$ cat src/rtl/axi_types_pkg.sv
// Shared AXI4 types and helpers for the DMA masters.
// Latency: n/a (constants and pure functions only).
// Backpressure: n/a.
package axi_types_pkg;

    localparam int AXI_ID_W = 4;

    localparam logic [1:0] AXI_RESP_OKAY   = 2'b00;
    localparam logic [1:0] AXI_RESP_EXOKAY = 2'b01;
    localparam logic [1:0] AXI_RESP_SLVERR = 2'b10;
    localparam logic [1:0] AXI_RESP_DECERR = 2'b11;

    localparam logic [1:0] AXI_BURST_FIXED = 2'b00;
    localparam logic [1:0] AXI_BURST_INCR  = 2'b01;
    localparam logic [1:0] AXI_BURST_WRAP  = 2'b10;

    // AxSIZE encoding for a power-of-two beat width in bytes (1..128).
    function automatic logic [2:0] axi_size_from_bytes(input int unsigned bytes);
        logic [2:0] sz;
        sz = '0;
        for (int i = 0; i < 8; i++) begin
            if (bytes == (32'd1 << i)) sz = 3'(i);
        end
        return sz;
    endfunction

endpackage

$ cat src/rtl/axi_burst_calc.sv
// Burst sizer: beats = min(MAX_BURST_LEN, ceil(rem/BPB), beats to next 4 KB boundary), output as beats-1.
// Latency: purely combinational.
// Backpressure: none; caller must not use the result when rem == 0.
module axi_burst_calc #(
    parameter int BEAT_SHIFT    = 4,
    parameter int MAX_BURST_LEN = 16
) (
    input  logic [11:0] addr_4k,
    input  logic [23:0] rem,
    output logic [7:0]  burst_len
);

    localparam int RB_W = 25 - BEAT_SHIFT;

    logic [RB_W-1:0] rem_beats;
    logic [12:0]     bytes_to_4k;
    logic [12:0]     beats_to_4k;
    logic [8:0]      beats;

    // Remaining beats rounded up; distance to the 4 KB page end in beats (address is beat aligned).
    always_comb begin
        rem_beats   = {1'b0, rem[23:BEAT_SHIFT]} + RB_W'(|rem[BEAT_SHIFT-1:0]);
        bytes_to_4k = 13'd4096 - {1'b0, addr_4k};
        beats_to_4k = bytes_to_4k >> BEAT_SHIFT;
        beats       = 9'(MAX_BURST_LEN);
        if (beats_to_4k < {4'b0, beats}) beats = beats_to_4k[8:0];
        if (rem_beats < RB_W'(beats))    beats = rem_beats[8:0];
        burst_len   = 8'(beats - 9'd1);
    end

endmodule

$ cat src/rtl/axi_dma_wr.sv
// AXI4 DMA write master: splits a command into INCR bursts (no 4 KB crossing), one burst outstanding.
// Latency: cmd accept -> AW after 2 cycles; W beats pass through combinationally; done 1 cycle after last B.
// Backpressure: producer is throttled directly by wready; cmd_ready only in IDLE. Macro AXI_DMA_WR_TAIL_STRB_EN enables tail-beat strobes.
module axi_dma_wr
    import axi_types_pkg::*;
#(
    parameter int AXI_DATA_W    = 128,
    parameter int AXI_ADDR_W    = 32,
    parameter int MAX_BURST_LEN = 16
) (
    input  logic                    clk,
    input  logic                    rst_n,
    input  logic                    cmd_valid,
    output logic                    cmd_ready,
    input  logic [AXI_ADDR_W-1:0]   cmd_addr,
    input  logic [23:0]             cmd_len,
    input  logic [3:0]              cmd_tag,
    input  logic                    in_valid,
    output logic                    in_ready,
    input  logic [AXI_DATA_W-1:0]   in_data,
    output logic [AXI_ID_W-1:0]     m_axi_awid,
    output logic [AXI_ADDR_W-1:0]   m_axi_awaddr,
    output logic [7:0]              m_axi_awlen,
    output logic [2:0]              m_axi_awsize,
    output logic [1:0]              m_axi_awburst,
    output logic                    m_axi_awvalid,
    input  logic                    m_axi_awready,
    output logic [AXI_DATA_W-1:0]   m_axi_wdata,
    output logic [AXI_DATA_W/8-1:0] m_axi_wstrb,
    output logic                    m_axi_wlast,
    output logic                    m_axi_wvalid,
    input  logic                    m_axi_wready,
    input  logic [AXI_ID_W-1:0]     m_axi_bid,
    input  logic [1:0]              m_axi_bresp,
    input  logic                    m_axi_bvalid,
    output logic                    m_axi_bready,
    output logic                    busy,
    output logic                    done,
    output logic                    error
);

    localparam int          BPB        = AXI_DATA_W / 8;
    localparam int          BEAT_SHIFT = $clog2(BPB);
    localparam logic [23:0] BPB_LEN    = 24'(BPB);

    typedef enum logic [2:0] {
        S_IDLE,
        S_CALC,
        S_SEND_AW,
        S_SEND_W,
        S_WAIT_B,
        S_DONE
    } state_t;

    state_t                state, state_nxt;
    logic [AXI_ADDR_W-1:0] cur_addr;
    logic [23:0]           bytes_rem;
    logic [3:0]            tag_r;
    logic [7:0]            burst_len;
    logic [7:0]            beat_cnt;
    logic [7:0]            calc_len;
    logic                  w_hs;
    logic                  unused_bid;

    assign unused_bid = ^m_axi_bid;

    axi_burst_calc #(
        .BEAT_SHIFT    (BEAT_SHIFT),
        .MAX_BURST_LEN (MAX_BURST_LEN)
    ) u_burst_calc (
        .addr_4k   (cur_addr[11:0]),
        .rem       (bytes_rem),
        .burst_len (calc_len)
    );

    assign m_axi_awid    = AXI_ID_W'(tag_r);
    assign m_axi_awaddr  = cur_addr;
    assign m_axi_awlen   = burst_len;
    assign m_axi_awsize  = axi_size_from_bytes(BPB);
    assign m_axi_awburst = AXI_BURST_INCR;
    assign m_axi_wdata   = in_data;
    assign m_axi_wlast   = (beat_cnt == burst_len);
    assign w_hs          = (state == S_SEND_W) && in_valid && m_axi_wready;
    assign done          = (state == S_DONE);
    assign busy          = (state != S_IDLE) && (state != S_DONE);

`ifdef AXI_DMA_WR_TAIL_STRB_EN
    // Final short beat writes only the low bytes still owed; every other beat is full.
    always_comb begin
        m_axi_wstrb = '1;
        if (bytes_rem < BPB_LEN)
            m_axi_wstrb = ~({BPB{1'b1}} << bytes_rem[BEAT_SHIFT-1:0]);
    end
`else
    assign m_axi_wstrb = '1;
`endif

    // State register.
    always_ff @(posedge clk or negedge rst_n) begin
        if (!rst_n) state <= S_IDLE;
        else        state <= state_nxt;
    end

    // Next-state and handshake outputs; the W channel is a straight wire to the producer in SEND_W.
    always_comb begin
        state_nxt     = state;
        cmd_ready     = 1'b0;
        m_axi_awvalid = 1'b0;
        m_axi_wvalid  = 1'b0;
        in_ready      = 1'b0;
        m_axi_bready  = 1'b0;
        case (state)
            S_IDLE: begin
                cmd_ready = 1'b1;
                if (cmd_valid) state_nxt = S_CALC;
            end
            S_CALC: begin
                state_nxt = (bytes_rem == '0) ? S_DONE : S_SEND_AW;
            end
            S_SEND_AW: begin
                m_axi_awvalid = 1'b1;
                if (m_axi_awready) state_nxt = S_SEND_W;
            end
            S_SEND_W: begin
                m_axi_wvalid = in_valid;
                in_ready     = m_axi_wready;
                if (w_hs && m_axi_wlast) state_nxt = S_WAIT_B;
            end
            S_WAIT_B: begin
                m_axi_bready = 1'b1;
                if (m_axi_bvalid) state_nxt = (bytes_rem != '0) ? S_CALC : S_DONE;
            end
            S_DONE: begin
                state_nxt = S_IDLE;
            end
            default: begin
                state_nxt = S_IDLE;
            end
        endcase
    end

    // Transfer bookkeeping: command latch, per-burst sizing, per-beat advance, sticky error.
    always_ff @(posedge clk or negedge rst_n) begin
        if (!rst_n) begin
            cur_addr  <= '0;
            bytes_rem <= '0;
            tag_r     <= '0;
            burst_len <= '0;
            beat_cnt  <= '0;
            error     <= 1'b0;
        end else begin
            case (state)
                S_IDLE: begin
                    if (cmd_valid) begin
                        cur_addr  <= {cmd_addr[AXI_ADDR_W-1:BEAT_SHIFT], {BEAT_SHIFT{1'b0}}};
                        bytes_rem <= cmd_len;
                        tag_r     <= cmd_tag;
                        error     <= 1'b0;
                    end
                end
                S_CALC: begin
                    if (bytes_rem != '0) begin
                        burst_len <= calc_len;
                        beat_cnt  <= '0;
                    end
                end
                S_SEND_W: begin
                    if (w_hs) begin
                        beat_cnt  <= beat_cnt + 8'd1;
                        cur_addr  <= cur_addr + AXI_ADDR_W'(BPB);
                        bytes_rem <= (bytes_rem >= BPB_LEN) ? (bytes_rem - BPB_LEN) : '0;
                    end
                end
                S_WAIT_B: begin
                    if (m_axi_bvalid && (m_axi_bresp != AXI_RESP_OKAY)) error <= 1'b1;
                end
                default: begin
                end
            endcase
        end
    end

endmodule
$ cat config.mk
export PLATFORM = sky130hd
export DESIGN_NAME = axi_dma_wr
export DESIGN_NICKNAME = d
export VERILOG_FILES = /design/src/rtl/axi_types_pkg.sv /design/src/rtl/axi_burst_calc.sv /design/src/rtl/axi_dma_wr.sv
export SDC_FILE = /design/constraint.sdc
export NUM_CORES = 1
export LEC_CHECK = 0
export CAP_MARGIN = 15
export CORE_AREA = 2 2 155 157
export CTS_CLUSTER_SIZE = 12
export DETAILED_ROUTE_END_ITERATION = 7
export DIE_AREA = 0 0 157 159
export SLEW_MARGIN = 5
export SYNTH_ARGS = -nofsm -noshare
export SYNTH_HDL_FRONTEND = slang
export SYNTH_SLANG_ARGS = --single-unit
$ cat constraint.sdc
create_clock -name clk -period 5.3 [get_ports clk]
set_clock_uncertainty 0.2 [all_clocks]
set_input_delay 0.795 -clock clk [delete_from_list [all_inputs] [get_ports clk]]
set_output_delay 0.795 -clock clk [all_outputs]
set_load 0.1 [all_outputs]
==> results.py <==
metrics = {
    "sta": {
        "final_hold_viol_count": 0,
        "worst_hold_slack_ps": 185.0,
        "min_period_ps": 4859,
        "finalSetupViolCount": 0,
        "tns_ps": 0,
        "period_share_pct": 91.69,
        "fmax_ghz": 0.2058,
        "worst_slew_pin_slew_ps": 1069,
        "final_max_slew_viol_count": 0,
        "timing.slew.headroom_pct": 28.52,
    },
    "routing": {
        "ant_nets": 0,
        "drc_errors": 0,
        "viasPerCell": 4.997,
        "wl_microns": 19320,
        "wl_per_cell_microns": 17.28,
        "drtPass1Iterations": 5,
        "dr_total_vias": 5587,
        "drtIter0Drc": 280,
    },
    "clock_tree": {
        "ctsHtreeMaxLevel": 3,
        "ctsHoldBuffers": 0,
        "path_clk_slew_ps": 60,
        "ctsResizeCount": 0,
        "cts-root-buf": "clkbuf_16",
        "clkLatencyLatePin_ps": 350,
        "cts_tree": "yes",
        "cts_setup_buffers": 0,
        "clockBufferDepth": 2,
        "clkSinkCount": 76,
        "cts_buffers": 9,
    },
    "synthesis": {
        "synth_common_cells": "154 x buf_4, 76 x dfrtp_1, 75 x nor2_1",
        "synthMuxAreaShare_pct": 1.458,
        "syn_inst": 827,
        "synth_top_family_by_area": "buffers and inverters",
        "ys_async_sr_fraction_pct": 100.0,
        "ys_ff_latch": 76,
        "synth_compound_area_share_pct": 18.83,
        "synthAdderAreaFrac_pct": 3.260,
        "synth-seq-area-share_pct": 29.15,
        "yosys.area_share.xor_xnor_pct": 4.296,
        "synth_top_area_share_pct": 29.15,
        "yosysMostFrequentCell": "buf_4",
        "syn_avg_cell_area_sq_um": 7.888,
        "synthFlopType": "dfrtp_1",
        "synth_edf_count": 0,
        "ys_types": 67,
        "ys_warn_count": 0,
        "synth_top_area_cell": "dfrtp_1",
        "ys_top_cells_by_area": "dfrtp_1 29%, buf_4 18%, o21ai_0 5.2%",
        "synth_area_sq_um": 6524,
        "yosys.area_share.simple_pct": 21.15,
    },
    "cells_and_area": {
        "utilization_pct": 31.29,
        "insertedDiodeCount": 0,
        "nNetsFinal": 1012,
        "design_area_sq_um": 7257,
        "area_growth_pct": 11.24,
        "fill_cells": 2509,
        "drive_above_1_share_pct": 6.508,
    },
    "placed_design": {
        "gp_congestion": 0.8271,
        "placed_cell_area_sq_um": 6910,
        "portBuffers": 113,
        "hpwl_microns": 14390,
    },
    "floorplan": {
        "dieArea_sq_um": 24960,
        "die_y_microns": 159,
        "start_util_pct": 28.13,
        "die_w_microns": 157,
        "ios": 403,
        "core_sq_um": 23190,
        "rows": 56,
    },
    "min_path": {
        "hp-class": "input pin to async pin",
    },
    "power_and_ir_drop": {
        "finalPower_uw": 2409,
        "p_leak_uw": 0.002818,
        "peakVddDrop_v": 0.0001730,
        "p_per_area_nw_per_um2": 331.9,
    },
    "run": {
        "maxCapViolations": 0,
    },
    "worst_setup_path": {
        "worstSetupPathType": "flop to flop",
        "cp.required_ps": 5380,
        "worstPathMaxFanout": 10,
        "end_kind": "flop",
        "critical_path.startpoint_type": "flop",
        "critical_path_arrival_ps": 4940,
    },
    "outcome": {
        "status": "finished, final reports clean",
    },
    "global_routing": {
        "grt_max_degree": 62,
        "grt_pass1_vias": 5427,
        "grt_pass1_wl_microns": 30360,
        "overflow": 0,
        "antenna_found_initial": 1,
        "track_usage_pct": 15.45,
    },
}
[worst paths after layout]
kind | startpoint | endpoint | slack [ps] | cells past startpoint
min reg2reg | m_axi_awid[0] | m_axi_awid[0] | 280 | 2
max reg2reg | bytes_rem[1] | m_axi_awlen[2] | 440 | 20
max in group asynchronous | rst_n | m_axi_awaddr[12] | 3700 | 2
min in group clk | m_axi_awid[0] | m_axi_awid[0] | 280 | 2
max | bytes_rem[1] | m_axi_awlen[2] | 440 | 20
min | rst_n | bytes_rem[1] | 190 | 1
[power breakdown]
group | switching (uW) | internal [uW] | leakage, uW | total [uW]
registers | 136 | 646 | 0.000960 | 782
clock network | 255 | 450 | 0.000169 | 704
logic | 604 | 318 | 0.00169 | 922
total | 995 | 1410 | 0.00282 | 2410
[through the flow]
step | setup WS [ps] | std cells
finish | 440.6 | 1118
CTS | 253.0 | 1118
global route | -8.136 | 1118
global placement | 357.7 | 1102
floorplan | 222.4 | 854
detailed placement | 292.4 | 1102
[flip-flops by register name, indices dropped and copies added (netlist names)]
name / flops
m_axi_awaddr: 28
error: 1
bytes_rem: 24
beat_cnt: 8
m_axi_awlen: 8
state: 3
m_axi_awid: 4
[critical path, stage by stage (launching register included)]
cell	delay (ps)
dfrtp_1	390
nor4_1	320
buf_4	190
inv_1	50
ha_1	230
ha_1	230
nand3_1	160
nor2_1	110
xor2_2	220
ha_1	280
a21oi_1	150
o2111ai_1	150
a211oi_2	230
nand4_2	220
or2_4	360
mux2_4	320
ha_1	240
nand2b_1	160
a2111oi_0	440
nor2_1	90
nand2_1	80
[cell type report]
cell class	count	area, sq um	area share [%]
Inverter	19	71.32	0.9828
Clock buffer	12	266.5	3.672
Sequential cell	76	1902	26.21
Multi-Input combinational cell	564	3337	45.98
Timing Repair Buffer	124	1211	16.69
Tap cell	319	399.1	5.500
Clock inverter	4	70.07	0.9655
[per-layer routing]
metal,vias to the layer above,part of all wire [%],routed length [microns],GRT usage (%)
li1,2662,-,-,-
met1,2640,41,7909,18.37
met2,234,48,9340,25.90
met3,49,7.8,1500,4.927
met4,2,2.9,555,5.796
met5,-,0.067,13,0
[placed cells by master, fill, tap and decap left out, drive strengths merged, types with 6 or more instances in the layout]
| master | instances |
|---|---|
| clkbuf | 12 |
| nand2 | 72 |
| and2 | 7 |
| nand3 | 25 |
| nor2 | 76 |
| a31oi | 9 |
| nor3 | 22 |
| a22oi | 13 |
| o22ai | 13 |
| ha | 17 |
| a22o | 6 |
| a32oi | 6 |
| inv | 19 |
| mux2 | 6 |
| xnor2 | 22 |
| and3 | 9 |
| nand4 | 21 |
| nor4 | 11 |
| o21ai | 70 |
| buf | 12 |
| a21oi | 63 |
| dfrtp | 76 |
| clkdlybuf4s50 | 112 |
| xor2 | 10 |
| conb | 29 |
[cells by family (layout without fill, tap and decap cells)]
family,after synthesis,after routing
AOI/OAI and AO/OA,206,206
xor gates and xnor gates,32,32
adders and majority gates,17,17
buffers and inverters,214,159
DFF,76,76
muxes,8,8
other,2,29
and+or+nand+nor,272,272
Note: power is estimated with default switching activity, not from simulation.
